===== config.mk =====
export PLATFORM = sky130hd
export DESIGN_NAME = dmem_miss_engine
export DESIGN_NICKNAME = d
export VERILOG_FILES = /design/src/rtl/dmem_miss_engine.sv
export SDC_FILE = /design/constraint.sdc
export NUM_CORES = 1
export LEC_CHECK = 0
export ABC_AREA = 1
export CORE_AREA = 2 2 215 217
export CTS_BUF_LIST = sky130_fd_sc_hd__clkbuf_4 sky130_fd_sc_hd__clkbuf_8
export DETAILED_ROUTE_END_ITERATION = 10
export DIE_AREA = 0 0 217 219
export PLACE_DENSITY_LB_ADDON = 0.12
export SLEW_MARGIN = 20
export SYNTH_ARGS = -nofsm -noshare
export SYNTH_HDL_FRONTEND = slang
export SYNTH_SLANG_ARGS = --single-unit

===== constraint.sdc =====
create_clock -name clock -period 4.2 [get_ports clock]
set_clock_uncertainty 0.15 [all_clocks]
set_input_delay 1.05 -clock clock [delete_from_list [all_inputs] [get_ports clock]]
set_output_delay 1.05 -clock clock [all_outputs]
set_load 0.02 [all_outputs]

===== src/rtl/dmem_miss_engine.sv =====
// Cache miss engine for the Dmem block interface: it optionally writes back a dirty victim,
// then refills the missing block. A watchdog aborts a transfer that Dmem never answers.
module dmem_miss_engine #(
  parameter int ADDR_W     = 10,
  parameter int BLOCK_BITS = 128,
  parameter int TIMEOUT    = 1023
) (
  input  logic                  clock,
  input  logic                  reset,
  input  logic                  miss_valid,
  input  logic [ADDR_W-1:0]     miss_addr,
  input  logic                  miss_dirty,
  input  logic [ADDR_W-1:0]     victim_addr,
  input  logic [BLOCK_BITS-1:0] victim_data,
  output logic                  busy,
  output logic                  fill_valid,
  output logic [BLOCK_BITS-1:0] fill_data,
  output logic                  timeout_err,
  output logic                  mem_ren,
  output logic                  mem_wen,
  output logic [ADDR_W-1:0]     mem_addr,
  output logic [BLOCK_BITS-1:0] mem_din,
  input  logic                  mem_ready,
  input  logic                  mem_done,
  input  logic [BLOCK_BITS-1:0] mem_dout
);

  localparam int CNT_W = (TIMEOUT < 2) ? 1 : $clog2(TIMEOUT + 1);
  localparam logic [CNT_W-1:0] CNT_LAST = (TIMEOUT == 0) ? '0 : CNT_W'(TIMEOUT - 1);

  typedef enum logic [1:0] {
    S_IDLE = 2'd0,
    S_WB   = 2'd1,
    S_RD   = 2'd2,
    S_RESP = 2'd3
  } state_t;

  state_t                  r_state;
  state_t                  w_next;
  logic [CNT_W-1:0]        r_cnt;
  logic                    r_err;
  logic [ADDR_W-1:0]       r_miss_addr;
  logic [ADDR_W-1:0]       r_mem_addr;
  logic [BLOCK_BITS-1:0]   r_mem_din;
  logic [BLOCK_BITS-1:0]   r_fill_data;
  logic                    w_timeout;

  // The watchdog fires on the last permitted wait cycle, so a strobe is held exactly TIMEOUT cycles.
  assign w_timeout = (TIMEOUT != 0) && (r_cnt == CNT_LAST);

  always_ff @(posedge clock) begin
    if (reset) begin
      r_state <= S_IDLE;
    end else begin
      r_state <= w_next;
    end
  end

  always_comb begin
    w_next = r_state;
    case (r_state)
      S_IDLE: begin
        if (miss_valid) w_next = miss_dirty ? S_WB : S_RD;
      end
      S_WB: begin
        if (mem_done)       w_next = S_RD;
        else if (w_timeout) w_next = S_IDLE;
      end
      S_RD: begin
        if (mem_ready)      w_next = S_RESP;
        else if (w_timeout) w_next = S_IDLE;
      end
      S_RESP:  w_next = S_IDLE;
      default: w_next = S_IDLE;
    endcase
  end

  // Address and write data only move on state changes, so they are stable for a whole strobe window.
  always_ff @(posedge clock) begin
    if (reset) begin
      r_cnt       <= '0;
      r_err       <= 1'b0;
      r_miss_addr <= '0;
      r_mem_addr  <= '0;
      r_mem_din   <= '0;
      r_fill_data <= '0;
    end else begin
      case (r_state)
        S_IDLE: begin
          if (miss_valid) begin
            r_miss_addr <= miss_addr;
            r_mem_addr  <= miss_dirty ? victim_addr : miss_addr;
            if (miss_dirty) r_mem_din <= victim_data;
            r_cnt <= '0;
          end
        end
        S_WB: begin
          if (mem_done) begin
            r_mem_addr <= r_miss_addr;
            r_cnt      <= '0;
          end else begin
            r_cnt <= r_cnt + 1'b1;
            if (w_timeout) r_err <= 1'b1;
          end
        end
        S_RD: begin
          if (mem_ready) begin
            r_fill_data <= mem_dout;
          end else begin
            r_cnt <= r_cnt + 1'b1;
            if (w_timeout) r_err <= 1'b1;
          end
        end
        default: ;
      endcase
    end
  end

  assign busy        = (r_state != S_IDLE);
  assign mem_wen     = (r_state == S_WB);
  assign mem_ren     = (r_state == S_RD);
  assign fill_valid  = (r_state == S_RESP);
  assign fill_data   = r_fill_data;
  assign timeout_err = r_err;
  assign mem_addr    = r_mem_addr;
  assign mem_din     = r_mem_din;

endmodule


==> impl_summary.txt, run 1 <==
----------------------------------------------------
[Outcome]
  Result of the run ... finished, final reports clean

[Synth]
  Post-synth top area cell ... sky130_fd_sc_hd__dfxtp_1
  Post-synth top area share ... a little over half
  Top post-synthesis cells by area ... sky130_fd_sc_hd__dfxtp_1, sky130_fd_sc_hd__nor2_1, sky130_fd_sc_hd__a21oi_1
  Per-instance average area after synthesis ... 7.74 um2
  Library cells used by synthesis ... 25
  Mapped Cells ... 1376
  Post-synthesis sequential area ratio ... 54.3%
  Mapped Nets ... 1664
  Netlist area before placement ... ~11000 um2
  Synthesis-stage register bit count ... just under 300
  Synth warnings ... 0

[Layout]
  Net count, final ... ~2200
  Layout cell share with drive strength beyond 1 ... ~6.4%
  Fill cells ... 4761
  Post-route standard cell area excluding fillers ... 17800 um2
  Final instance count without filler cells ... 2531
  Share of the core filled with cells in the final layout ... 39.4%
  Area growth syn-to-layout ... 66.9%

[Clock network]
  Number of levels in the clock H-tree ... 2
  # Post-CTS Setup Buffers ... 0
  Number of resized instances in the post-cts repair step ... 0
  CTS buffer count ... 53
  CTS tree ... yes
  Clock root buffer ... sky130_fd_sc_hd__clkbuf_8
  TritonCTS sink count ... 289
  Clock-pin transition on the worst setup and hold timing paths ... about 0.060 ns
  Insertion delay to the later sink of the worst-skew pair ... 0.61 ns
  Clock tree buffer depth ... 3
  Number of hold-repair buffers added at the cts stage ... 0

[Die]
  DIE AREA ... 47500 um2
  Effective utilization at floorplan ... a little under a quarter
  Count of standard-cell rows ... 78
  Die W ... 217 um
  Io pins ... 553
  Core Area ... approximately 45000 um2
  Die height ... about 220 um

[Timing]
  Share of the cycle needed by the critical path after routing ... about four fifths
  Final number of setup-violating endpoints ... 0
  Post-route worst setup slack ... 0.857 ns
  Slew at the pin closest to its max-slew limit ... between 0.8 and 0.9 ns
  Final critical-path required period ... 3.34 ns
  Max_slew headroom ... between 40% and 50%
  Post-route worst hold slack ... 0.310 ns
  Pins Over Slew Limit ... 0
  Achievable frequency ... 299 MHz
  Final count of hold timing violations ... 0
  RSZ-0062 raised after global routing ... false
  Total Neg Setup Slack ... 0 ns

[Worst setup path]
  Cell-by-cell listing of the critical path ... inv_1 > ha_1 > buf_4 > clkdlybuf4s50_1
  Required time reported for the critical path endpoint ... 3.00 ns
  CP arrival ... roughly 2.1 ns
  Beginning of the critical path ... r_state[1]
  WS Path Type ... reg2out
  Reg2reg start ... r_state[1]
  Worst-case reg-to-reg path depth ... 8
  Slowest library cell on the worst path ... sky130_fd_sc_hd__clkdlybuf4s50_1
  Max Fanout on Critical Path ... 25
  Termination of the worst setup path ... mem_wen
  Capturing point of the worst reg2reg path ... mem_din[25]
  CP Capture Type ... primary output
  Maximum single-stage delay on the critical path ... approximately 0.66 ns
  Crit start category ... flop
  Worst setup slack for register-to-register paths ... between 1.5 and 2 ns

[Flow run]
  Max Cap Violations ... 0

[Placed design]
  Routability congestion estimate ... 0.781
  Worst slack, placed ... 0.924 ns
  Number of cells in the design after placement ... 2431
  Final HPWL DP ... 29.8 mm
  Number of buffers added on ports ... 552
  Instance area after placement ... 16600 um2

[Power and ir drop]
  Power density relative to cell area ... 431 nW/um2
  Leakage power of the design ... 6.44 nW
  Pwr Total ... 7.67 mW
  Worst ir drop on vdd ... 0.203 mV

[Route]
  Antenna Violating Nets Remaining ... 0
  Routed via count divided by cell count ... around 4.4
  Aggregate routed wire length ... 43.6 mm
  DRC viols ... 0
  Vias after detailed routing ... 11155
  Pre-antenna DRT Iters ... 5
  DR iter-0 viols ... roughly 660
  Avg WL per Cell ... 17.2 um

[GRT]
  First-pass GRT wire length ... 64.8 mm
  Overall track demand over capacity in global routing ... 17.5%
  Pin count of the biggest net entering global routing ... 145
  Number of global-route vias before repair ... between 10000 and 15000
  Global route total overflow ... 0
  Antenna violations before repair ... 7

[Min path]
  Launch instance of the worst min-delay path ... mem_din[60]
  Worst min-delay path class ... reg2reg

----------------------------------------------------
==> how the worst min path moves through the flow <==
stage / to / depth (start not counted)
CTS: mem_din[80] / 2
floorplan: r_cnt[5] / 2
global placement: mem_din[2] / 2
global route: mem_din[16] / 2
detailed placement: mem_din[80] / 2
finish: mem_din[60] / 2
==> layer usage <==
metal / vias to the layer above / track usage, % / routed length [um]
li1: 5541 / - / -
met1: 5112 / 20.4 / 17600
met2: 417 / 28.4 / 20400
met3: 81 / 7.03 / 4260
met4: 4 / 7.31 / 1260
met5: - / 0 / 27
==> sequential cells by signal, summed over array words and instances, names as in the netlist <==
name and flops:
mem_din 128, fill_data 128, r_cnt 10, r_state 2, mem_addr 10, timeout_err 1
r_miss_addr 10
==> worst max-delay path: cells and delay by family (launching register included) <==
family / cells / cell delay [ns]
flops: 1 / 0.36
buf+inv: 3 / 1.02
fa+ha+maj: 1 / 0.14
==> cells by family after synthesis <==
logic type | Yosys count | synth area share, %
and+or+nand+nor | 624 | 24.0
AOI/OAI and AO/OA | 315 | 15.3
DFF | 289 | 54.3
buffers and inverters | 142 | 5.73
adders and majority gates | 6 | 0.705
==> cells in the mapped netlist, drive strengths merged <==
| cell | n |
|---|---|
| nand2 | 162 |
| clkbuf | 53 |
| a211oi | 12 |
| a31oi | 2 |
| nand3 | 134 |
| o211ai | 1 |
| buf | 57 |
| nor3 | 5 |
| ha | 6 |
| o21bai | 1 |
| o21ai | 143 |
| a21oi | 156 |
| nor2 | 323 |
| inv | 32 |
| dfxtp | 289 |
==> layout by cell type, fill, tap and decap left out <==
master	n
sky130_fd_sc_hd__clkinv_2	4
sky130_fd_sc_hd__diode_2	6
sky130_fd_sc_hd__clkdlybuf4s50_1	550
sky130_fd_sc_hd__ha_1	6
sky130_fd_sc_hd__nand3_2	1
sky130_fd_sc_hd__inv_6	1
sky130_fd_sc_hd__nor2_4	2
sky130_fd_sc_hd__nor3_1	5
sky130_fd_sc_hd__clkinvlp_4	1
sky130_fd_sc_hd__nand2_8	1
sky130_fd_sc_hd__a211oi_1	12
sky130_fd_sc_hd__nand3_1	133
sky130_fd_sc_hd__inv_4	2
sky130_fd_sc_hd__a31oi_1	2
sky130_fd_sc_hd__nand2_1	159
sky130_fd_sc_hd__buf_12	5
sky130_fd_sc_hd__buf_4	10
sky130_fd_sc_hd__clkbuf_4	21
sky130_fd_sc_hd__nor2_1	321
sky130_fd_sc_hd__inv_2	3
sky130_fd_sc_hd__inv_1	25
sky130_fd_sc_hd__bufinv_16	1
sky130_fd_sc_hd__a21oi_1	155
sky130_fd_sc_hd__a21oi_4	1
sky130_fd_sc_hd__o21bai_1	1
sky130_fd_sc_hd__o21ai_0	141
sky130_fd_sc_hd__dfxtp_1	289
sky130_fd_sc_hd__o211ai_1	1
sky130_fd_sc_hd__o21ai_1	2
sky130_fd_sc_hd__nand2_4	2
sky130_fd_sc_hd__clkbuf_8	68
==> where the power goes <==
part	internal, mW	switching, mW
combinational	0.788	0.905
clock	1.69	1.21
sequential	2.97	0.115
total	5.44	2.23
==> final cells by class <==
type	count	area (um2)	share of cell area, %
diodes	6	15.0	0.0845
clock buffers	89	1090	6.15
clock inverters	5	52.6	0.296
inverters	32	131	0.739
multi-input cells	945	4270	24.0
flip-flops and latches	289	5790	32.5
well taps	600	751	4.22
repair buffers	565	5680	32.0
Note: power is estimated with default switching activity, not from simulation.
==> run 2: changes to the inputs <==
==> constraint.sdc (replaced) <==
create_clock -name clock -period 3 [get_ports clock]
set_clock_uncertainty 0.15 [all_clocks]
set_input_delay 0.75 -clock clock [delete_from_list [all_inputs] [get_ports clock]]
set_output_delay 0.75 -clock clock [all_outputs]
set_load 0.02 [all_outputs]
==> run 2 against run 1 <==
  * Clock power up 34%
  * Worst setup slack worse by 0.69 ns
  * First-iteration DRC count down 16%
  * Count of clock-buffer cells in the layout down 6
  * Non-clock buffer count up 18
  * Combinational power up 44%
  * Register-to-register slack worse by 0.90 ns
  * Via count down 0.40%
  * Cell count up 0.32%
  * Critical endpoint is now fill_valid
  * Largest power group unchanged
==> impl_summary.txt, run 2 (synthesis gave the netlist of run 1 again) <==
----------------------------------------------------
[Outcome]
  Result of the run ... finished, final reports clean (unchanged)

[Clock network]
  Clock-pin transition on the worst setup and hold timing paths ... 0.05 ns (was 0.06 ns)
  TritonCTS sink count ... 289 (unchanged)
  Insertion delay to the later sink of the worst-skew pair ... 0.61 ns (about the same)
  Clock tree buffer depth ... 3 (unchanged)
  Clock root buffer ... sky130_fd_sc_hd__clkbuf_8 (unchanged)
  CTS tree ... yes (unchanged)
  Number of levels in the clock H-tree ... 2 (unchanged)
  CTS buffer count ... 55 (was 53)

[Layout]
  Area growth syn-to-layout ... 68.2% (was 66.9%)
  Footprint of the flip-flops and latches ... 5790 um2 (unchanged)
  Most common cell after layout, fill and taps aside ... sky130_fd_sc_hd__clkdlybuf4s50_1 (unchanged)
  Share of the core filled with cells in the final layout ... 39.7% (was 39.4%)
  Most frequent cells in the layout ... sky130_fd_sc_hd__clkdlybuf4s50_1, sky130_fd_sc_hd__nor2_1, sky130_fd_sc_hd__dfxtp_1 (unchanged)
  Layout cell share with drive strength beyond 1 ... 6.92% (was 6.39%)
  Fill cells ... 4615 (was 4761)
  Area of combinational cells with multiple inputs ... 4270 um2 (unchanged)
  Net count, final ... 2194 (was 2174)
  Post-route standard cell area excluding fillers ... 17900 um2 (was 17800 um2)

[Timing]
  Achievable frequency ... 353 MHz
  Slew at the pin closest to its max-slew limit ... 0.552 ns (was 0.824 ns)
  Post-route worst hold slack ... 0.309 ns (was 0.310 ns)
  Final number of setup-violating endpoints ... 0 (unchanged)
  RSZ-0062 raised after global routing ... false (unchanged)
  Total Neg Setup Slack ... 0 ns (unchanged)
  Pins Over Slew Limit ... 0 (unchanged)
  Share of the cycle needed by the critical path after routing ... between 90 and 100%
  Max_slew headroom ... 63.2% (was 45.1%)
  Final critical-path required period ... 2.83 ns
  Final count of hold timing violations ... 0 (unchanged)

[GRT]
  Antenna violations before repair ... 4 (was 7)
  Global route total overflow ... 0 (unchanged)
  Number of global-route vias before repair ... 11056 (was 10742)
  Overall track demand over capacity in global routing ... 17.9% (was 17.5%)
  First-pass GRT wire length ... 66.3 mm (was 64.8 mm)
  Pin count of the biggest net entering global routing ... 101 (was 145)

[Worst setup path]
  Required time reported for the critical path endpoint ... 2.10 ns (was 3.00 ns)
  Crit start category ... flop (unchanged)
  Max Fanout on Critical Path ... 5 (was 25)
  CP Capture Type ... primary output (unchanged)
  CP arrival ... 1.93 ns (was 2.14 ns)
  WS Path Type ... reg2out (unchanged)

[Min path]
  Worst min-delay path class ... reg2reg (unchanged)

[Die]
  Core Area ... 45100 um2 (unchanged)
  DIE AREA ... 47500 um2 (unchanged)
  Die height ... 219 um (unchanged)
  Io pins ... 553 (unchanged)
  Effective utilization at floorplan ... 23.6% (unchanged)
  Die W ... 217 um (unchanged)
  Count of standard-cell rows ... 78 (unchanged)

[Placed design]
  Routability congestion estimate ... 0.824 (was 0.781)
  Number of buffers added on ports ... 552 (unchanged)
  Instance area after placement ... 16900 um2 (was 16600 um2)
  Final HPWL DP ... 31.3 mm (was 29.8 mm)

[Power and ir drop]
  Pwr Total ... 10.6 mW (was 7.67 mW)
  Worst ir drop on vdd ... 0.319 mV (was 0.203 mV)
  Combinational power share ... 23.0% (was 22.1%)
  Sw Pwr ... 3.13 mW (was 2.23 mW)
  Power density relative to cell area ... 593 nW/um2 (was 431 nW/um2)
  Leakage power of the design ... 6.53 nW (was 6.44 nW)
  Part of the total power dissipated in the clock network ... 36.4% (was 37.7%)
  Proportion of total power due to net switching ... 29.5% (was 29.0%)
  Seq pwr share ... 40.6% (was 40.2%)
  Internal cell power ... 7.49 mW (was 5.44 mW)

[Route]
  Avg WL per Cell ... 17.4 um (was 17.2 um)
  Antenna Violating Nets Remaining ... 0 (unchanged)
  Routed via count divided by cell count ... 4.38 (was 4.41)
  Aggregate routed wire length ... 44.1 mm (was 43.6 mm)
  DRC viols ... 0 (unchanged)
  DR iter-0 viols ... 551 (was 656)
  Vias after detailed routing ... 11110 (was 11155)
  Pre-antenna DRT Iters ... 5 (unchanged)

[Flow run]
  Max Cap Violations ... 0 (unchanged)

----------------------------------------------------
## run 2: cell count changes in the layout (fill, tap and decap cells not counted), sizes merged, moves of 2 or more
cell / delta
clkbuf: -6
diode: -3
clkdlybuf4s50: -2
dlygate4sd2: +2
buf: +18
## run 2: timing repair
action | in CTS | in global routing
setup buffers | 0 | 0
hold buffers | 0 | 0
setup endpoints to repair | 2 | 0
gates resized for setup | 2 | 0
## run 2: metal layers
| metal | part of all wire [%] | global-route usage, % | vias to the layer above |
|---|---|---|---|
| met5 | 0.029 | 0 | - |
| met4 | 2.2 | 5.41 | 2 |
| met3 | 10 | 7.72 | 73 |
| met2 | 47 | 29.6 | 413 |
| met1 | 40 | 20.8 | 5051 |
| li1 | - | - | 5571 |
## run 2: through the flow
step                cells  setup WS [ns]
floorplan            1376           1.19
global placement     2449          0.390
detailed placement   2449          0.353
CTS                  2536         0.0555
global route         2539         0.0535
finish               2539          0.171
## run 2: power by group through the flow
stage                     registers [mW]  clock network [mW]  logic (mW)
after global routing                4.35                4.21        2.65
final                               4.32                3.87        2.44
after CTS                           4.32                4.04        2.48
after floorplan                     4.74                   0       0.818
after detailed placement            4.40                   0        2.47
after global placement              4.38                   0        2.47
## run 2: area by class of cell
cell class / count / share of cell area [%]
tap: 600 / 4.19
inverter: 32 / 0.733
clock buffer: 83 / 5.82
clock inverter: 4 / 0.112
antenna: 3 / 0.0419
multi-input combinational: 945 / 23.8
sequential: 289 / 32.3
timing repair buffer: 583 / 33.0
## run 2: worst max-delay path: stages, from the launching register on
cell                              delay (ns)
sky130_fd_sc_hd__dfxtp_1                0.42
sky130_fd_sc_hd__ha_1                   0.24
sky130_fd_sc_hd__clkdlybuf4s50_1        0.65
## run 2: path summary, 6_finish.rpt
check	slack, ns	end	depth (start not counted)	start
setup / recovery	0.17	fill_valid	2	r_state[0]
hold / removal	0.31	mem_din[41]	2	mem_din[41]
setup reg to reg	0.81	r_cnt[8]	11	r_state[0]
hold reg to reg	0.31	mem_din[41]	2	mem_din[41]
